$ cat config.mk
export PLATFORM = sky130hd
export DESIGN_NAME = sub_16bit_serial
export DESIGN_NICKNAME = d
export VERILOG_FILES = /design/src/rtl/sub_16bit_serial_pkg.sv /design/src/rtl/CLA_4bit.sv /design/src/rtl/sub_16bit_serial.sv
export SDC_FILE = /design/constraint.sdc
export NUM_CORES = 1
export LEC_CHECK = 0
export CELL_PAD_IN_SITES_DETAIL_PLACEMENT = 0
export CELL_PAD_IN_SITES_GLOBAL_PLACEMENT = 1
export CORE_MARGIN = 3
export CORE_UTILIZATION = 40
export DETAILED_ROUTE_END_ITERATION = 7
export GPL_ROUTABILITY_DRIVEN = 0
export PLACE_DENSITY_LB_ADDON = 0.1
export SLEW_MARGIN = 10
export SYNTH_ARGS = -nofsm -noshare
export SYNTH_HDL_FRONTEND = slang
export SYNTH_SLANG_ARGS = --single-unit
$ cat constraint.sdc
create_clock -name clk -period 3.5 [get_ports clk]
set_input_delay 0.525 -clock clk [delete_from_list [all_inputs] [get_ports clk]]
set_output_delay 0.525 -clock clk [all_outputs]
set_load 0.01 [all_outputs]
$ cat src/rtl/sub_16bit_serial_pkg.sv
// rtl/sub_16bit_serial_pkg.sv - shared slice width and sequencer state encoding
package sub_16bit_serial_pkg;

    localparam int CLA_W = 4;

    typedef enum logic [1:0] {
        ST_IDLE = 2'd0,
        ST_RUN  = 2'd1,
        ST_DONE = 2'd2
    } state_t;

endpackage

$ cat src/rtl/CLA_4bit.sv
// rtl/CLA_4bit.sv - 4-bit carry-lookahead adder slice
module CLA_4bit (
    input  logic [3:0] a_i,
    input  logic [3:0] b_i,
    input  logic       c_i,
    output logic [3:0] sum_o,
    output logic       c_o
);

    logic [3:0] g;
    logic [3:0] p;
    logic [4:0] c;

    assign g = a_i & b_i;
    assign p = a_i ^ b_i;

    // Every carry is flattened to generate/propagate terms of the slice inputs.
    assign c[0] = c_i;
    assign c[1] = g[0] | (p[0] & c_i);
    assign c[2] = g[1] | (p[1] & g[0]) | (p[1] & p[0] & c_i);
    assign c[3] = g[2] | (p[2] & g[1]) | (p[2] & p[1] & g[0])
                | (p[2] & p[1] & p[0] & c_i);
    assign c[4] = g[3] | (p[3] & g[2]) | (p[3] & p[2] & g[1])
                | (p[3] & p[2] & p[1] & g[0]) | (p[3] & p[2] & p[1] & p[0] & c_i);

    assign sum_o = p ^ c[3:0];
    assign c_o   = c[4];

endmodule

$ cat src/rtl/sub_16bit_serial.sv
// rtl/sub_16bit_serial.sv - nibble-serial subtractor reusing one CLA slice per cycle
module sub_16bit_serial
    import sub_16bit_serial_pkg::*;
#(
    parameter int WIDTH = 16,
    parameter int SLICE = CLA_W
) (
    input  logic             clk,
    input  logic             rst,
    input  logic             start,
    input  logic [WIDTH-1:0] in1,
    input  logic [WIDTH-1:0] in2,
    input  logic             b_in,
    output logic             busy,
    output logic             done,
    output logic [WIDTH-1:0] diff,
    output logic             b_out,
    output logic             overflow,
    output logic             zero
);

    localparam int NSL = WIDTH / SLICE;
    localparam int CW  = (NSL > 1) ? $clog2(NSL) : 1;
    localparam int MSB = WIDTH - 1;

    state_t           state_q, state_d;
    logic [WIDTH-1:0] a_q, a_d;
    logic [WIDTH-1:0] nb_q, nb_d;
    logic [WIDTH-1:0] diff_q, diff_d;
    logic [CW-1:0]    cnt_q, cnt_d;
    logic             c_q, c_d;
    logic             busy_q, busy_d;
    logic             done_q, done_d;
    logic             bout_q, bout_d;
    logic             ovf_q, ovf_d;
    logic             zero_q, zero_d;

    logic [SLICE-1:0] sum_s;
    logic             cout_s;

    // Subtraction as a + ~b + ~borrow_in: carry-out 1 means no borrow.
    CLA_4bit u_cla (
        .a_i   (a_q[cnt_q*SLICE +: SLICE]),
        .b_i   (nb_q[cnt_q*SLICE +: SLICE]),
        .c_i   (c_q),
        .sum_o (sum_s),
        .c_o   (cout_s)
    );

    always_comb begin
        state_d = state_q;
        a_d     = a_q;
        nb_d    = nb_q;
        diff_d  = diff_q;
        cnt_d   = cnt_q;
        c_d     = c_q;
        busy_d  = busy_q;
        done_d  = 1'b0;
        bout_d  = bout_q;
        ovf_d   = ovf_q;
        zero_d  = zero_q;
        case (state_q)
            ST_IDLE: begin
                if (start) begin
                    a_d     = in1;
                    nb_d    = ~in2;
                    c_d     = ~b_in;
                    cnt_d   = '0;
                    diff_d  = '0;
                    bout_d  = 1'b0;
                    ovf_d   = 1'b0;
                    zero_d  = 1'b0;
                    busy_d  = 1'b1;
                    state_d = ST_RUN;
                end
            end
            ST_RUN: begin
                diff_d[cnt_q*SLICE +: SLICE] = sum_s;
                c_d   = cout_s;
                cnt_d = cnt_q + 1'b1;
                if (cnt_q == CW'(NSL - 1)) begin
                    bout_d  = ~cout_s;
                    ovf_d   = (a_q[MSB] ^ ~nb_q[MSB]) & (a_q[MSB] ^ diff_d[MSB]);
                    zero_d  = (diff_d == '0);
                    done_d  = 1'b1;
                    state_d = ST_DONE;
                end
            end
            ST_DONE: begin
                busy_d  = 1'b0;
                state_d = ST_IDLE;
            end
            default: begin
                state_d = ST_IDLE;
            end
        endcase
    end

    always_ff @(posedge clk or posedge rst) begin
        if (rst) begin
            state_q <= ST_IDLE;
            a_q     <= '0;
            nb_q    <= '0;
            diff_q  <= '0;
            cnt_q   <= '0;
            c_q     <= 1'b0;
            busy_q  <= 1'b0;
            done_q  <= 1'b0;
            bout_q  <= 1'b0;
            ovf_q   <= 1'b0;
            zero_q  <= 1'b0;
        end else begin
            state_q <= state_d;
            a_q     <= a_d;
            nb_q    <= nb_d;
            diff_q  <= diff_d;
            cnt_q   <= cnt_d;
            c_q     <= c_d;
            busy_q  <= busy_d;
            done_q  <= done_d;
            bout_q  <= bout_d;
            ovf_q   <= ovf_d;
            zero_q  <= zero_d;
        end
    end

    assign busy     = busy_q;
    assign done     = done_q;
    assign diff     = diff_q;
    assign b_out    = bout_q;
    assign overflow = ovf_q;
    assign zero     = zero_q;

endmodule

* After elaboration in Yosys (flattened, before gate mapping)
Index checks and enable logic that the tools add are counted.
Operators by class: $add $sub $neg 2, divide/modulo/power cells 0, bitwise operators 36, order comparisons 0, reduce and logical (&&, ||, !) cells 9, shifts and indexed selects 4, equality and inequality tests 5, $mul 0, multiplexer cells 21
Operators with widths (number):
- $neg A4 Y34 | 1
- $shift A4 B34 Y16 const A | 1
- $shiftx A4 B34 Y16 | 1
- $pmux W16 S2 | 1
- $shiftx A16 B5 Y4 | 2
- $and A1 B1 Y1 | 17
- $bwmux W16 | 1
- $logic_not A16 Y1 | 1
- $mux W16 | 1
- $not A16 Y16 | 1
- $or A1 B1 Y1 | 10
- $pmux W1 S2 | 5
- $mux W1 | 8
- $pmux W2 S2 | 2
- $reduce_and A2 Y1 | 4
- $xor A4 B4 Y4 | 2
- $mux W2 | 3
- $and A4 B4 Y4 | 1
- $eq A2 B2 Y1 const B | 2
- $ne A2 B2 Y1 const B | 2
- $reduce_bool A2 Y1 | 2
- $not A1 Y1 | 3
- $reduce_and A3 Y1 | 1
- $add A2 B1 Y2 const B | 1
- 3 further kinds | 4
Word-level totals: input port bits 36, output and inout port bits 21, latch bits 0, memory bits (writable) 0, memories kept 0, memory bits (read-only) 0, register bits 58, word-level logic and storage cells 88

* Depth between registers and ports, before layout
Gate-level depths: netlist of the first run.
word-level depth 13, gate-level depth with buffers 9, gate-level depth less buffers 7

* By module
From an unflattened synthesis of the first run, not the netlist that was laid out.
Second synthesis, totals: cells, all modules 279, area, all modules 2890.3 µm²
Modules (own cells, without submodules):
- sub_16bit_serial | instances 1, seq. area each 1451.4 µm², cells an instance 262, area each 2742.6 µm²
- CLA_4bit | instances 1, seq. area each 0.0 µm², cells an instance 17, area each 147.6 µm²

* Worst setup path after synthesis of the first run
OpenSTA, ideal clock, no wires.
path kind flip-flop to flip-flop, start point register cnt_q[0], end point register zero_q, in the netlist zero, period minus slack after synthesis 2.787 ns, cell stages (with the launch flop) 10, required time 3.379 ns, path slack 0.713 ns, arrival 2.665 ns, path buffers 2, library setup time 0.121 ns, cell sequence dfrtp_1 > clkbuf_2 > buf_2 > mux4_2 > ha_1 > a211oi_1 > o21bai_2 > xor2_2 > o32ai_1 > a32o_2
On the way: word-level cells in the longest chain between the ends 12, elaborated cells between the ends (all ways) 30, classes of those cells 1 x add/sub; 2 x eq/ne; 4 x shift; 3 x mux; 18 x bitwise; 2 x reduce/logical
Ends and longest elaborated chain:
- start: declaration | RTL line sub_16bit_serial.sv:30 | logic [CW-1:0] cnt_q, cnt_d;
- start signal: assignment | RTL line sub_16bit_serial.sv:117 | cnt_q <= cnt_d;
- $shiftx A16 B5 Y4 (on tied branches) | RTL line sub_16bit_serial.sv:43, sub_16bit_serial.sv:44
- $xor A4 B4 Y4 / $and A4 B4 Y4 (equally long branches) | RTL line CLA_4bit.sv:15, CLA_4bit.sv:14
- $and A1 B1 Y1 (on tied branches) | RTL line CLA_4bit.sv:21, CLA_4bit.sv:22
- $or A1 B1 Y1, or another cell as far along | RTL line CLA_4bit.sv:21 | assign c[3] = g[2] | (p[2] & g[1]) | (p[2] & p[1] & g[0])
- $or A1 B1 Y1 / $and A1 B1 Y1 (equally long branches) | RTL line CLA_4bit.sv:21, CLA_4bit.sv:22
- $or A1 B1 Y1 | RTL line CLA_4bit.sv:22 | | (p[2] & p[1] & p[0] & c_i);
- $xor A4 B4 Y4 | RTL line CLA_4bit.sv:26 | assign sum_o = p ^ c[3:0];
- $shiftx A4 B34 Y16 | RTL line sub_16bit_serial.sv:78 | diff_d[cnt_q*SLICE +: SLICE] = sum_s;
- $bwmux W16 | RTL line sub_16bit_serial.sv:78
- $logic_not A16 Y1 | RTL line sub_16bit_serial.sv:84 | zero_d = (diff_d == '0);
- $mux W1 | RTL line sub_16bit_serial.sv:81 | if (cnt_q == CW'(NSL - 1)) begin
- $pmux W1 S2 | RTL line sub_16bit_serial.sv:62 | case (state_q)
- end signal: assignment | RTL line sub_16bit_serial.sv:123 | zero_q <= zero_d;
- end: declaration | RTL line sub_16bit_serial.sv:36 | logic zero_q, zero_d;
Several ways; a longest one is shown, not always the timed one. The select of a mux whose other input is x is not followed. A chain may end at the register's enable or synchronous reset.

* Worst setup path after layout of the first run
Ends and elaborated chain as after synthesis.

==> results of run 1 <==
[metal layers]
| layer | GRT usage [%] | share of wire [%] | up-vias | wire length (um) |
|---|---|---|---|---|
| met5 | 0 | 0 | - | 0 |
| met4 | 6.59 | 1.7 | 0 | 102 |
| met3 | 3.45 | 4.4 | 12 | 267 |
| met2 | 27.6 | 49 | 47 | 2960 |
| met1 | 22.4 | 45 | 966 | 2740 |
| li1 | - | - | 948 | - |
[stage by stage]
step / instance area, um2 / setup WS (ns) / cells
final: 3620 / 0.694 / 369
after global routing: 3620 / 0.481 / 369
after CTS: 3620 / 0.643 / 369
after detailed placement: 3400 / 0.670 / 353
after global placement: 3400 / 0.774 / 353
after floorplan: 2740 / 0.713 / 225
[kinds of logic (layout without fill, tap and decap cells)]
kind of cell,after synthesis,in the layout,synth area share [%]
AOI/OAI and AO/OA,61,61,15.1
adders and majority gates,12,12,5.75
muxes,25,25,13.5
and+or+nand+nor,48,48,8.76
DFF,58,58,52.9
buffers and inverters,18,85,2.74
xor gates and xnor gates,3,3,1.23
[worst reg2reg max path, cell delays in order (launching register included)]
cell and delay (ns):
dfrtp_1 0.61, mux4_2 0.62, ha_1 0.33, a211oi_1 0.27, o21bai_2 0.16, xor2_2 0.30
o32ai_1 0.13, a32o_2 0.27
[registers in the layout, indices dropped and copies added (netlist names)]
signal,flops
a_q,16
diff,16
state_q,2
nb_q,16
zero,1
done,1
busy,1
overflow,1
c_q,1
cnt_q,2
b_out,1
[worst paths after layout]
kind | slack, ns | depth (start not counted) | endpoint | from
setup / recovery | 0.69 | 7 | zero | cnt_q[0]
hold / removal | 0.50 | 1 | b_out | b_out
setup reg to reg | 0.69 | 7 | zero | cnt_q[0]
hold reg to reg | 0.50 | 1 | b_out | b_out
max in group asynchronous | 2.29 | 3 | nb_q[15] | rst
min in group asynchronous | 0.71 | 3 | busy | rst
[where the power goes]
group | switching [mW] | internal (mW)
sequential | 0.260 | 0.981
clock | 0.270 | 0.418
combinational | 1.13 | 1.07
[cell type report]
class / instances / area, um2
Sequential cell: 58 / 1450
Tap cell: 77 / 96.3
Timing Repair Buffer: 61 / 598
Clock buffer: 11 / 141
Clock inverter: 5 / 77.6
Multi-Input combinational cell: 149 / 1220
Fill cell: 580 / 2880
Inverter: 8 / 30.0
[cells in the final DEF (no fill, tap or decap), drive strengths merged, types with 2 or more instances in the layout]
cell type	Yosys	routed
nand3b	3	3
mux4	8	8
a21o	3	3
inv	8	8
clkinv	0	2
bufinv	0	2
clkbuf	5	11
nor2	22	22
a21oi	21	21
nand2	7	7
xor2	2	2
mux2	16	16
nor3	4	4
dfrtp	58	58
buf	5	5
o211ai	2	2
a22o	14	14
nor4	3	3
clkdlybuf4s50	0	56
ha	11	11
nor2b	3	3
o21ai	10	10
a211oi	4	4
[synthesized netlist by cell type, types with 2 or more instances]
| master | n | area [um2] |
|---|---|---|
| a211oi_1 | 4 | 30.0 |
| a21o_1 | 2 | 15.0 |
| a21oi_1 | 21 | 105 |
| a22o_1 | 10 | 87.6 |
| a22o_2 | 4 | 40.0 |
| buf_2 | 5 | 25.0 |
| clkbuf_1 | 4 | 15.0 |
| dfrtp_1 | 58 | 1450 |
| ha_1 | 11 | 138 |
| inv_1 | 8 | 30.0 |
| mux2_2 | 16 | 180 |
| mux4_2 | 8 | 180 |
| nand2_1 | 7 | 26.3 |
| nand3b_1 | 3 | 22.5 |
| nor2_1 | 22 | 82.6 |
| nor2b_1 | 3 | 18.8 |
| nor3_1 | 4 | 20.0 |
| nor4_1 | 3 | 18.8 |
| o211ai_1 | 2 | 15.0 |
| o21ai_0 | 10 | 50.1 |
==> impl_metrics.env, run 1 <==
export IMPL_grt_pass1_wl_um=10100
export IMPL_grt_pass1_vias=2036
export IMPL_total_power_mw=4.13
export IMPL_std_cell_rows=29
export IMPL_die_w_um=88.8
export IMPL_avgSynthCellArea_um2=12.2
export IMPL_htreeDepth=3
export IMPL_cts_buffers=9
export IMPL_power_density_nw_per_um2=1140
export IMPL_post_route_period_util_pct=80.2
export IMPL_slew_limit_headroom_pct=42.5
export IMPL_clockBufferDepth=2
export IMPL_ys_seq_area_share_pct=52.9
export IMPL_port_buffers=56
export IMPL_clock_skew_ns=0.00874
export IMPL_wl_per_cell_um=16.4
export IMPL_synth_seq_cells=58
export IMPL_start_util_pct=42.2
export IMPL_period_minus_slack_ns=2.81
export IMPL_critPathBufInv=0
export IMPL_clk_latency_ns=0.34
export IMPL_dp_hpwl_um=4380
export IMPL_synth_main_ff_cell="dfrtp_1"
export IMPL_synth_edff_count=0
export IMPL_path_class="reg -> reg"
export IMPL_drive_gt1_share_pct=19.2
export IMPL_area_growth_pct=31.9
export IMPL_cpMaxStageDelayCell="mux4_2"
export IMPL_drt_iter0_markers=107
export IMPL_cellLeakagePower_nw=1.55
export IMPL_ios=57
export IMPL_drc=0
export IMPL_via_per_inst=5.35
export IMPL_grt_max_degree=59
export IMPL_status="finished clean"
export IMPL_fp_dieArea_um2=7890
export IMPL_startpoint_type="flop"
export IMPL_chipHeight_um=88.8
export IMPL_clock_sinks=58
export IMPL_crit_fanout=8
export IMPL_fin_hold_ws_ns=0.501
export IMPL_arrival_ns=3.03
export IMPL_async_flop_share_pct=100
export IMPL_max_freq_mhz=356
export IMPL_firstDrtPassIters=4
export IMPL_cap_violations=0
export IMPL_slew_viol_final=0
export IMPL_hold_viol=0
export IMPL_cts_tree="built"
export IMPL_grtUsageTotal_pct=17.0
export IMPL_syn_nets=273
export IMPL_endpoint_kind="flop"
export IMPL_core_area_um2=6490
export IMPL_worst_ep_required_time_ns=3.73
export IMPL_path_cells="mux4_2 > ha_1 > a211oi_1 > o21bai_2 > xor2_2 > o32ai_1 > a32o_2"
export IMPL_min_path_type="reg -> reg"
export IMPL_critical_path_max_stage_delay_ns=0.62
export IMPL_diodes=0
export IMPL_synthesis_area_um2=2740
export IMPL_overflow=0
export IMPL_cts_repair_resized=0
export IMPL_ys_types=40
export IMPL_setup_viol=0
export IMPL_nets=335
export IMPL_antenna_found_initial=0
export IMPL_grt_setup_unrepaired="no"
export IMPL_yosys_warnings=0
export IMPL_cts_root_buf="clkbuf_8"
export IMPL_clk_pin_slew_ns=0.07
export IMPL_ir_drop_mv=0.612
export IMPL_ant_nets=0
export IMPL_fin_util_pct=55.7
export IMPL_wirelength_um=6060
export IMPL_worstMarginPinSlew_ns=0.861
export IMPL_postCtsSetupBuffers=0
export IMPL_holdBufCountCts=0
export IMPL_fin_setup_tns_ns=0
export IMPL_synth_cells=225
export IMPL_cp_top_family="compound AO/OA/AOI/OAI gates"
export IMPL_vias=1973
No activity file was read; power rests on OpenSTA's default activity.
==> run 2: changes to the inputs <==
==> constraint.sdc (replaced) <==
create_clock -name clk -period 2.9 [get_ports clk]
set_input_delay 0.435 -clock clk [delete_from_list [all_inputs] [get_ports clk]]
set_output_delay 0.435 -clock clk [all_outputs]
set_load 0.01 [all_outputs]
==> run 2 against run 1 <==
- via count decreased by 0.61%
- sequential power increased by 20%
- combinational power increased by 29%
- worst hold slack lost 0.0082 ns
- largest power group unchanged
==> impl_metrics.env, run 2 (same netlist as run 1, synthesis figures left out) <==
export IMPL_chipHeight_um=88.8
export IMPL_port_buffers=56
export IMPL_arrival_ns=2.90
export IMPL_endpoint_kind="flop"
export IMPL_path_cells="mux4_2 > ha_1 > a211oi_1 > o21bai_2 > xor2_2 > o32ai_1 > a32o_2"
export IMPL_critical_path_max_stage_delay_ns=0.62
export IMPL_firstDrtPassIters=4
export IMPL_clock_sinks=58
export IMPL_fillers=578
export IMPL_dp_hpwl_um=4480
export IMPL_area_growth_pct=32.2
export IMPL_min_path_type="in -> async"
export IMPL_ant_nets=0
export IMPL_setup_viol=0
export IMPL_fin_setup_tns_ns=0
export IMPL_critPathBufInv=0
export IMPL_ir_drop_mv=0.873
export IMPL_max_freq_mhz=375
export IMPL_htreeDepth=3
export IMPL_postCtsSetupBuffers=0
export IMPL_mostFrequentLayoutCell="dfrtp_1"
export IMPL_antenna_found_initial=0
export IMPL_holdBufCountCts=0
export IMPL_slew_limit_headroom_pct=60.5
export IMPL_via_per_inst=5.26
export IMPL_wirelength_um=5970
export IMPL_status="finished clean"
export IMPL_crit_fanout=8
export IMPL_clk_latency_ns=0.34
export IMPL_hold_viol=0
export IMPL_layout_common_cells="dfrtp_1 (58), clkdlybuf4s50_1 (56), nor2_1 (22)"
export IMPL_total_power_mw=5.03
export IMPL_ios=57
export IMPL_grt_pass1_vias=1993
export IMPL_cap_violations=0
export IMPL_diodes=0
export IMPL_nets=339
export IMPL_cts_root_buf="clkbuf_8"
export IMPL_worst_ep_required_time_ns=3.13
export IMPL_clockBufferDepth=2
export IMPL_grtUsageTotal_pct=17.3
export IMPL_core_area_um2=6490
export IMPL_grt_pass1_wl_um=10100
export IMPL_drc=0
export IMPL_clock_skew_ns=0.0118
export IMPL_grt_max_degree=50
export IMPL_start_util_pct=42.2
export IMPL_die_w_um=88.8
export IMPL_cellLeakagePower_nw=1.55
export IMPL_vias=1961
export IMPL_worstMarginPinSlew_ns=0.592
export IMPL_post_route_period_util_pct=92.0
export IMPL_drt_iter0_markers=69
export IMPL_cts_tree="built"
export IMPL_drive_gt1_share_pct=19.9
export IMPL_cts_repair_resized=0
export IMPL_power_density_nw_per_um2=1390
export IMPL_overflow=0
export IMPL_startpoint_type="flop"
export IMPL_slew_viol_final=0
export IMPL_cts_buffers=9
export IMPL_std_cell_rows=29
export IMPL_wl_per_cell_um=16.0
export IMPL_path_class="reg -> reg"
export IMPL_cp_top_family="compound AO/OA/AOI/OAI gates"
export IMPL_cpMaxStageDelayCell="mux4_2"
export IMPL_period_minus_slack_ns=2.67
export IMPL_fp_dieArea_um2=7890
export IMPL_grt_setup_unrepaired="no"
export IMPL_clk_pin_slew_ns=0.07
[run 2: per-stage QoR]
stage	setup slack, ns	hold WS (ns)	util [%]	instance area, um2	instances
2_1_floorplan	0.113	0.475	-	2740	225
3_3_place_gp	0.286	0.485	53.0	3440	357
3_5_place_dp	0.216	0.490	53.0	3440	357
4_1_cts	0.210	0.504	55.9	3630	373
5_1_grt	0.0619	0.517	55.9	3630	373
6_report	0.232	0.493	55.9	3630	373
[run 2: worst paths after layout]
check	start	to	slack, ns	depth (start not counted)
max in group asynchronous	rst	nb_q[7]	1.83	3
worst min-delay path	rst	done	0.49	2
worst max-delay path	cnt_q[0]	zero	0.23	7
worst min register to register	b_out	b_out	0.50	1
min in group clk	b_out	b_out	0.50	1
worst max register to register	cnt_q[0]	zero	0.23	7
[run 2: per-layer routing]
metal	routed length [um]	vias to the layer above	share of wire [%]	track usage, %
met5	0	-	0	0
met2	2920	65	49	27.9
li1	-	951	-	-
met4	85	0	1.4	4.95
met1	2630	936	44	21.9
met3	331	9	5.5	6.33
[run 2: layout make-up]
type | instances | area (um2) | area share (%)
clock buffer | 11 | 131 | 3.62
clock inverter | 5 | 55.1 | 1.52
inverter | 8 | 30.0 | 0.828
multi-input combinational | 149 | 1220 | 33.7
sequential | 58 | 1450 | 40.0
tap | 77 | 96.3 | 2.66
timing repair buffer | 65 | 641 | 17.7
[run 2: report_power, final]
group / leakage (nW) / switching (mW) / internal [mW]
Combinational: 0.750 / 1.42 / 1.41
Clock: 0.0893 / 0.318 / 0.394
Sequential: 0.710 / 0.303 / 1.18
==> run 3: changes to the inputs <==
--- a/config.mk
+++ b/config.mk
@@ -5,6 +5,7 @@
 export SDC_FILE = /design/constraint.sdc
 export NUM_CORES = 1
 export LEC_CHECK = 0
+export CAP_MARGIN = 20
 export CELL_PAD_IN_SITES_DETAIL_PLACEMENT = 0
 export CELL_PAD_IN_SITES_GLOBAL_PLACEMENT = 1
 export CORE_MARGIN = 3
==> results of run 3 <==
The final DEF is identical to that of run 2; final timing and power are the same.
